`src/rtl/dru_pkg.sv`:
```
// Shared constants and helpers for the DRU receive path.
package dru_pkg;

  localparam int unsigned DRU_MAX_BITS = 3;
  localparam int unsigned DRU_NUM_W    = 2;

  // Encoding of the per-cycle recovered-bit count
  localparam logic [DRU_NUM_W-1:0] NUM_BITS_0 = 2'd0;
  localparam logic [DRU_NUM_W-1:0] NUM_BITS_1 = 2'd1;
  localparam logic [DRU_NUM_W-1:0] NUM_BITS_2 = 2'd2;
  localparam logic [DRU_NUM_W-1:0] NUM_BITS_3 = 2'd3;

  // Width of a counter that can hold 0..acc_w
  function automatic int unsigned fill_w(input int unsigned acc_w);
    return $clog2(acc_w + 1);
  endfunction

endpackage

```
`src/rtl/dru_bit_gearbox_if.sv`:
```
// Word-output stream of the receive gearbox.
interface dru_bit_gearbox_if #(
  parameter int unsigned WORD_W = 10
);

  logic [WORD_W-1:0] m_data;
  logic              m_valid;
  logic              m_ready;

  modport master (output m_data, output m_valid, input m_ready);
  modport slave  (input m_data, input m_valid, output m_ready);

endinterface

```
`src/rtl/dru_bit_accumulator.sv`:
```
// Bit accumulator: append of 0..3 bits, bitslip and fill tracking.
// Oldest bit sits at acc[fill-1], newest at acc[0].
module dru_bit_accumulator
  import dru_pkg::*;
#(
  parameter  int unsigned WORD_W = 10,
  parameter  int unsigned ACC_W  = 2 * WORD_W,
  localparam int unsigned FILL_W = fill_w(ACC_W)
) (
  input  logic                    clk,
  input  logic                    aresetn,
  input  logic [DRU_MAX_BITS-1:0] in_bits,
  input  logic [DRU_NUM_W-1:0]    num,
  input  logic                    bitslip,
  input  logic                    take,
  output logic [ACC_W-1:0]        acc_c,
  output logic [FILL_W-1:0]       fill_c,
  output logic                    drop_c,
  output logic [FILL_W-1:0]       fill
);

  logic [ACC_W-1:0]        acc;
  logic [FILL_W:0]         sum_c;
  logic [FILL_W-1:0]       fill_app_c;
  logic [DRU_MAX_BITS-1:0] field_c;

  // Append (or drop on overflow), then apply bitslip to the fill count
  always_comb begin
    sum_c      = {1'b0, fill} + (FILL_W + 1)'(num);
    drop_c     = sum_c > (FILL_W + 1)'(ACC_W);
    field_c    = in_bits & ~(DRU_MAX_BITS'(3'b111) << num);
    acc_c      = acc;
    fill_app_c = fill;
    if (!drop_c) begin
      acc_c      = (acc << num) | ACC_W'(field_c);
      fill_app_c = FILL_W'(sum_c);
    end
    fill_c = fill_app_c;
    if (bitslip && (fill_app_c != '0)) begin
      fill_c = fill_app_c - FILL_W'(1);
    end
  end

  // Storage update; extraction only lowers the fill, stale upper bits are ignored
  always_ff @(posedge clk) begin
    if (!aresetn) begin
      acc  <= '0;
      fill <= '0;
    end else begin
      acc  <= acc_c;
      fill <= take ? (fill_c - FILL_W'(WORD_W)) : fill_c;
    end
  end

endmodule

```
`src/rtl/dru_bit_gearbox.sv`:
```
// Receive gearbox: packs 0..3 recovered bits/cycle MSB-first into WORD_W-bit
// words on a valid/ready stream, with bitslip and sticky overflow.
module dru_bit_gearbox
  import dru_pkg::*;
#(
  parameter  int unsigned WORD_W = 10,
  parameter  int unsigned ACC_W  = 2 * WORD_W,
  localparam int unsigned FILL_W = fill_w(ACC_W)
) (
  input  logic                    clk,
  input  logic                    aresetn,
  input  logic [DRU_MAX_BITS-1:0] in_bits,
  input  logic [DRU_NUM_W-1:0]    in_num,
  input  logic                    in_en,
  input  logic                    bitslip,
  dru_bit_gearbox_if.master       m,
  output logic                    overflow,
  output logic [FILL_W-1:0]       fill_level
);

  logic [DRU_NUM_W-1:0] num_c;
  logic [ACC_W-1:0]     acc_c;
  logic [FILL_W-1:0]    fill_c;
  logic                 drop_c;
  logic                 slot_free_c;
  logic                 take_c;
  logic [WORD_W-1:0]    word_c;
  logic [WORD_W-1:0]    data_q;
  logic                 valid_q;

  // Disabled input behaves as a zero-bit cycle
  assign num_c = in_en ? in_num : NUM_BITS_0;

  dru_bit_accumulator #(
    .WORD_W (WORD_W),
    .ACC_W  (ACC_W)
  ) u_acc (
    .clk     (clk),
    .aresetn (aresetn),
    .in_bits (in_bits),
    .num     (num_c),
    .bitslip (bitslip),
    .take    (take_c),
    .acc_c   (acc_c),
    .fill_c  (fill_c),
    .drop_c  (drop_c),
    .fill    (fill_level)
  );

  // Extract the oldest WORD_W bits when the output slot can accept a word
  always_comb begin
    slot_free_c = !valid_q || m.m_ready;
    take_c      = slot_free_c && (fill_c >= FILL_W'(WORD_W));
    word_c      = WORD_W'(acc_c >> (fill_c - FILL_W'(WORD_W)));
  end

  // Output register and sticky overflow
  always_ff @(posedge clk) begin
    if (!aresetn) begin
      valid_q  <= 1'b0;
      data_q   <= '0;
      overflow <= 1'b0;
    end else begin
      if (drop_c) begin
        overflow <= 1'b1;
      end
      if (slot_free_c) begin
        valid_q <= take_c;
        if (take_c) begin
          data_q <= word_c;
        end
      end
    end
  end

  assign m.m_data  = data_q;
  assign m.m_valid = valid_q;

endmodule

```
`src/flat_wrapper.sv`:
```
// flat-port wrapper written by rule: the top's interface ports become plain ports
module dru_bit_gearbox_flat import dru_pkg::*;
#(
  parameter  int unsigned WORD_W = 10,
  parameter  int unsigned ACC_W  = 2 * WORD_W,
  localparam int unsigned FILL_W = fill_w(ACC_W)
)
  (clk, aresetn, in_bits, in_num, in_en, bitslip, overflow, fill_level, m_m_data, m_m_valid, m_m_ready);
  dru_bit_gearbox_if #(.WORD_W(WORD_W)) m_i ();
  input  logic clk;
  input  logic aresetn;
  input  logic [DRU_MAX_BITS-1:0] in_bits;
  input  logic [DRU_NUM_W-1:0] in_num;
  input  logic in_en;
  input  logic bitslip;
  output logic overflow;
  output logic [FILL_W-1:0] fill_level;
  output wire logic [$bits(m_i.m_data)-1:0] m_m_data;
  output wire logic [$bits(m_i.m_valid)-1:0] m_m_valid;
  input wire logic [$bits(m_i.m_ready)-1:0] m_m_ready;
  assign m_m_data = m_i.m_data;
  assign m_m_valid = m_i.m_valid;
  assign m_i.m_ready = m_m_ready;
  dru_bit_gearbox #(.WORD_W(WORD_W), .ACC_W(ACC_W)) u_core (.clk(clk), .aresetn(aresetn), .in_bits(in_bits), .in_num(in_num), .in_en(in_en), .bitslip(bitslip), .m(m_i), .overflow(overflow), .fill_level(fill_level));
endmodule
```
`config.mk`:
```
export PLATFORM = sky130hd
export DESIGN_NAME = dru_bit_gearbox_flat
export DESIGN_NICKNAME = d
export VERILOG_FILES = /design/src/rtl/dru_pkg.sv /design/src/rtl/dru_bit_gearbox_if.sv /design/src/rtl/dru_bit_accumulator.sv /design/src/rtl/dru_bit_gearbox.sv /design/src/flat_wrapper.sv
export SDC_FILE = /design/constraint.sdc
export NUM_CORES = 1
export LEC_CHECK = 0
export CAP_MARGIN = 40
export CELL_PAD_IN_SITES_DETAIL_PLACEMENT = 0
export CELL_PAD_IN_SITES_GLOBAL_PLACEMENT = 1
export CORE_UTILIZATION = 49
export DETAILED_ROUTE_END_ITERATION = 12
export DONT_BUFFER_PORTS = 1
export PLACE_DENSITY_LB_ADDON = 0.25
export SYNTH_ARGS = -nofsm -noshare
export SYNTH_HDL_FRONTEND = slang
export SYNTH_SLANG_ARGS = --single-unit
```
`constraint.sdc`:
```
create_clock -name clk -period 6.7 [get_ports clk]
set_input_delay 1.34 -clock clk [delete_from_list [all_inputs] [get_ports clk]]
set_output_delay 1.34 -clock clk [all_outputs]
set_load 0.03 [all_outputs]
```
# After elaboration in Yosys (flattened, before gate mapping)
# Cells that the tools add are included.
# classes
n_addsub,3
n_lt_le_gt_ge,2
n_shift,3
mux,5
n_bitwise,3
n_reduce_logical,6
# op_table
op,n
20-bit two-way mux,1
20-bit by 3-bit bitwise OR with 20-bit output,1
20-bit by 2-bit left shift with 20-bit output,1
20-bit by 5-bit >> shifter with 10-bit output,1
5-bit two-way mux,3
5-bit by 2-bit adder with 6-bit output,1
"6-bit by 5-bit > comparator with 1-bit output, second input constant",1
"5-bit by 4-bit greater-or-equal comparator with 1-bit output, second input constant",1
5-bit nonzero test,1
"5-bit by 1-bit subtractor with 5-bit output, second input constant",1
"5-bit by 4-bit subtractor with 5-bit output, second input constant",1
3-bit AND,1
3-bit NOT,1
"3-bit by 2-bit left shift with 3-bit output, first input constant",1
1-bit logical AND,2
2-bit two-way mux,1
2-bit AND reduction,1
1-bit logical NOT,1
1-bit logical OR,1
# word_totals
reg_bits,37
in_bits,10
output_inout_bits,17
word_cells,27

# Depth between registers and ports, before layout
# logic_depth
ltp_word,10
ltp_mapped,21
mapped_depth_nobuf,15

# By module
# A second synthesis with hierarchy kept.
# unflattened
hier_cells,370
hier_area_um2,3161.8
# by_module_without_submodules
module,instances,cells_each,area_per_inst_um2,seq_area_each_um2
dru_bit_accumulator,1,233,1849.3,500.5
dru_bit_gearbox,1,137,1312.5,240.2

# Worst setup path after synthesis
# Ideal clock, no wire load.
# synth_timing
path_kind,input to register
start,input in_num[0]
end,"register u_core.data_q[3], in the netlist u_core.m.m_data[3]"
setup_time_ns,0.117
t_arrival_ns,5.388
required_time_ns,6.583
path_slack_ns,1.194
path_stages,19
path_cell_list,clkbuf_1 nand2_1 clkinv_1 buf_2 ha_1 ha_1 a31o_4 o211a_1 or4_1 buf_6 a211oi_4 o22ai_2 mux2i_2 xnor2_1 buf_2 o2111ai_1 nor2_1 a31oi_1 a32o_1
# synth_via
elab_chain_cells,10
# synth_rtl
item,line_no,text
"start, declared",flat_wrapper.sv:13,input logic [DRU_NUM_W-1:0] in_num;
2-bit two-way mux *,dru_bit_gearbox.sv:32,assign num_c = in_en ? in_num : NUM_BITS_0;
"parallel branches: the longest is 9 deep, another holds 5-bit by 2-bit adder with 6-bit output",--,
"end signal, assigned",dru_bit_gearbox.sv:70,data_q <= word_c;
"end, declared",dru_bit_gearbox.sv:28,logic [WORD_W-1:0] data_q;
# Every way passes the cells marked *.
# A chain may end at the register's enable or synchronous reset.

# Final worst setup path
# Same ends and word-level chain as after synthesis.

==> run summary <==
The area share of the leading cell type in the synthesized netlist came out at 17.8%. In this run the critical register-to-register path is launched from u_core.u_acc.fill[0]. The power consumption came out at 1.11 mW. Counting along the longest clock path gives a buffer depth of 2.

The critical path is of the input port to flip-flop type. The total overflow left after global routing is 0. Setup repair after global routing left no endpoint under its margin. The count of endpoints failing hold in the final timing report came out at 0.

In the finished design, the share of the clock period the worst path needs comes to 86.0%. STA classifies the critical path endpoint as a flip-flop. The worst register-to-register path ends at u_core.m.m_data[3]. The sequential standard cell area came out at 741 sq um.

Broken down by cell family, the worst path's largest delay share belongs to compound AO/OA/AOI/OAI gates. The signal on the critical path passes through nand2_1 -> clkinv_1 -> ha_1 -> ha_1 -> buf_4 -> a2bb2oi_1 -> o211a_1 -> or4_1 -> nand2_8 -> mux2i_1 -> nand2_1 -> a311o_1 -> a21oi_1 -> a21boi_0 -> a31oi_1 -> a32o_1. The core region is 8220 sq um. The antenna diode instance count came out at 0.

The routability congestion estimate from global placement is 0.921. The critical path data arrival time came out at 5950 ps. The final critical delay including setup and external delays came out at 5760 ps. Of the cells placed in the final design, the portion with a size suffix greater than 1 is 10.9%. Tracing the worst setup path back leads to its startpoint at in_num[0]. Yosys attributes the largest share of cell area to sky130_fd_sc_hd__dfxtp_1 (18%), sky130_fd_sc_hd__mux2i_1 (7.9%), sky130_fd_sc_hd__nor2_1 (6.0%), sky130_fd_sc_hd__mux4_2 (5.4%), sky130_fd_sc_hd__nand2_1 (4.1%). The reg-to-reg setup timing slack came out at 1580 ps. The port buffer count is 0. On the critical path, the stage with the largest delay is an instance of sky130_fd_sc_hd__or4_1. The first global-routing pass estimated 22.9 mm of wire. The gate count of the mapped netlist came out at 545. The run finished with clean final reports. The die area is 8870 sq um. The first routing iteration left 503 violations. The number of H-tree levels came out at 2. The met2 routed wirelength came out at 6.68 mm.

For the final routed database, the setup TNS stands at 0 ps. On the final layout, the worst hold slack is 631 ps. The number of maximum-capacitance constraint violations came out at 0. The clock-pin slew on the worst setup and hold paths came out at 90 ps. The number of global-route vias before repair came out at 4202. The transition at the pin with the smallest max-transition slack is 838 ps. The via count is 4479. The max-slew violation total from the final report is 0. Fill cells in the final layout number 779. After detailed routing, the number of remaining DRC violations is 0. The first-pass iteration count of the detailed router is 7. TritonCTS built the clock tree. In this run, CTS created clock tree buffers numbering 5. In this run, distinct cell masters in the synthesized netlist total 84. After Yosys synthesis, full adders, half adders and majority gates account for 0.842% of the synthesized area. From synthesis to final layout, the design area changed by 3.37%. Of all nets on the critical path, the largest fanout is 36. For the worst setup path, the data required time is 6890 ps. The sequential fraction of the synthesis area came out at 17.8%.

The share of flip-flops with an asynchronous set or reset is 0%. The mapped cell area is 4160 sq um. The number of synthesized flops with an enable pin is 0. The net count of the mapped netlist came out at 557. For this run, the number of Yosys warnings is 0. IR analysis of the VDD net gives a maximum drop of 0.000134 V. In the synthesized netlist the dominant register cell turns out to be sky130_fd_sc_hd__dfxtp_1.

By area, the combinational part of the netlist is dominated by compound AO/OA/AOI/OAI gates. The worst path buffer plus inverter count came out at 2. The flip-flop and latch count after synthesis is 37. The number of cells on the critical path is 16. Across every metal layer, demand over resource in global routing totals 33.5%. The post-detailed-routing wire length came out at 14.5 mm. The die boundary width came out at 94.2 um. The count of clock tree sinks is 37. The height of the die came out at 94.2 um. The count of nets after finishing is 535. The clock latency at the later pin of the worst-skew pair is 300 ps. The number of primary I/O pins is 27. The synthesized design spends more area on one cell type than any other, namely sky130_fd_sc_hd__dfxtp_1. For this design the static power due to leakage is 1.56 nW.

The placed wire-length estimate after detailed placement came out at 10.4 mm. In the final routing, the length of wire on met1 measures 6.16 mm. Dividing total power by cell area gives a power density of 259 nW/um^2. Wire segments on met3 add up to 1.28 mm in the final route. The via count normalized by instance count came out at 7.12. The starting density of the core came out at 50.6%.

The synthesized netlist devotes 24.7% of its cell area to simple gates. The number of nets with antenna violations after routing is 0. The uppermost layer routed is met4. STA classifies the critical path startpoint as an input port. The capturing element of the worst setup path is u_core.m.m_data[3].

The worst clock skew is 9.30 ps. The cell sitting at the root of the clock tree is a sky130_fd_sc_hd__clkbuf_8. The mux contribution to synthesized area came out at 16.5%. The path class of the tightest hold or removal check is flip-flop to flip-flop.

Summing the areas of all xor and xnor instances in the mapped netlist gives 2.29% of the synthesized area. The number of placement rows is 33. The delay of the slowest critical-path stage is 770 ps. The number of antenna violations at the first check in global routing is 0.

The final setup violation count came out at 0. In the final routed layout, each cell accounts on average for 23.0 um. In this run the mean area of a mapped cell was 7.64 sq um. The cell count of the worst reg-to-reg path is 15. Measured against its own limit, the worst slew margin works out to 42.5%. Derived from the worst setup path, the maximum achievable clock frequency is 174 MHz. The count of hold buffers inserted by post-cts repair is 0. The post-cts sizing count is 0. The setup fix buffers added after clock tree synthesis is 0.

The total area of multi-input combinational cells came out at 3130 sq um. The fraction of the mapped netlist area in compound gates is 30.8%. The maximum number of pins on one net before global-route repair came out at 37.
==> tightest hold or removal path: stages (launching register included) <==
cell,delay (ps)
sky130_fd_sc_hd__dfxtp_1,420
sky130_fd_sc_hd__nor2_1,140
sky130_fd_sc_hd__nor2_1,40
==> power by group <==
part | total (mW) | leakage [nW] | internal [mW] | switching (mW)
clock | 0.213 | 0.0585 | 0.122 | 0.0916
sequential | 0.243 | 0.301 | 0.229 | 0.0135
combinational | 0.656 | 1.20 | 0.230 | 0.426
==> cells by family (layout without fill, tap and decap cells) <==
| logic type | Yosys count | after routing |
|---|---|---|
| xor gates and xnor gates | 10 | 10 |
| adders and majority gates | 3 | 3 |
| AOI/OAI and AO/OA | 173 | 173 |
| buffers and inverters | 58 | 37 |
| muxes | 54 | 54 |
| and+or+nand+nor | 210 | 210 |
| DFF | 37 | 37 |
==> worst min path at each step <==
| stage | from | cells past startpoint | endpoint | slack (ps) |
|---|---|---|---|---|
| floorplan | u_core.u_acc.acc[2] | 2 | u_core.u_acc.acc[2] | 550 |
| global placement | u_core.overflow | 2 | u_core.overflow | 620 |
| detailed placement | u_core.overflow | 2 | u_core.overflow | 620 |
| CTS | u_core.overflow | 2 | u_core.overflow | 630 |
| global route | u_core.m.m_data[2] | 2 | u_core.m.m_data[2] | 660 |
| finish | u_core.overflow | 2 | u_core.overflow | 630 |
==> layout make-up <==
cell class / count / share of cell area [%]
sequential: 37 / 17.2
clock buffer: 7 / 2.01
inverter: 14 / 1.22
clock inverter: 1 / 0.698
tap: 105 / 3.05
multi-input combinational: 450 / 72.7
timing repair buffer: 15 / 3.08
==> per-layer routing <==
metal	vias up	track usage (%)
li1	2044	-
met1	2119	45.3
met2	276	53.0
met3	40	5.74
met4	0	12.4
met5	-	0
==> cell usage in the layout (no fill, tap or decap), types with 4 or more instances in the layout <==
| cell type | count |
|---|---|
| sky130_fd_sc_hd__a2111oi_0 | 4 |
| sky130_fd_sc_hd__a211oi_1 | 9 |
| sky130_fd_sc_hd__a21o_1 | 6 |
| sky130_fd_sc_hd__a21oi_1 | 28 |
| sky130_fd_sc_hd__a221oi_1 | 4 |
| sky130_fd_sc_hd__a22o_1 | 5 |
| sky130_fd_sc_hd__a31oi_1 | 8 |
| sky130_fd_sc_hd__a32o_1 | 4 |
| sky130_fd_sc_hd__and2_1 | 9 |
| sky130_fd_sc_hd__and3_1 | 6 |
| sky130_fd_sc_hd__buf_4 | 14 |
| sky130_fd_sc_hd__clkbuf_8 | 6 |
| sky130_fd_sc_hd__dfxtp_1 | 37 |
| sky130_fd_sc_hd__inv_1 | 12 |
| sky130_fd_sc_hd__mux2_2 | 8 |
| sky130_fd_sc_hd__mux2i_1 | 33 |
| sky130_fd_sc_hd__mux4_2 | 10 |
| sky130_fd_sc_hd__nand2_1 | 46 |
| sky130_fd_sc_hd__nand2b_1 | 8 |
| sky130_fd_sc_hd__nand3_1 | 21 |
| sky130_fd_sc_hd__nand4_1 | 4 |
| sky130_fd_sc_hd__nor2_1 | 66 |
| sky130_fd_sc_hd__nor3_1 | 19 |
| sky130_fd_sc_hd__nor4_1 | 6 |
| sky130_fd_sc_hd__o211ai_1 | 10 |
| sky130_fd_sc_hd__o21ai_0 | 24 |
| sky130_fd_sc_hd__o21ai_1 | 5 |
| sky130_fd_sc_hd__o22a_1 | 4 |
| sky130_fd_sc_hd__o22ai_1 | 4 |
| sky130_fd_sc_hd__o2bb2ai_1 | 4 |
| sky130_fd_sc_hd__o31ai_1 | 6 |
| sky130_fd_sc_hd__or3_1 | 4 |
| sky130_fd_sc_hd__or4_1 | 6 |
| sky130_fd_sc_hd__xnor2_1 | 6 |
==> registers in the layout (all words and copies together), names as in the netlist <==
name	cells
u_core.u_acc.fill	5
u_core.m.m_valid	1
u_core.m.m_data	10
u_core.u_acc.acc	20
u_core.overflow	1
==> Yosys cell counts (all sizes together) (9+ instances only) <==
cell    number
nand3       21
a21oi       30
o21ai       29
dfxtp       37
and2         9
nand2       47
nor2        67
clkbuf      20
buf         24
o211ai      10
mux4        10
a211oi      10
mux2i       35
mux2         9
inv         12
nor3        20
==> stage by stage <==
stage	std cells	cell area, sq um	setup WS (ps)	utilization (%)
floorplan	545	4160	1190	-
global placement	620	4160	813	50.6
detailed placement	621	4190	682	50.9
CTS	629	4300	979	52.4
global route	629	4300	602	52.4
finish	629	4300	939	52.4
Note: power is estimated with default switching activity, not from simulation.
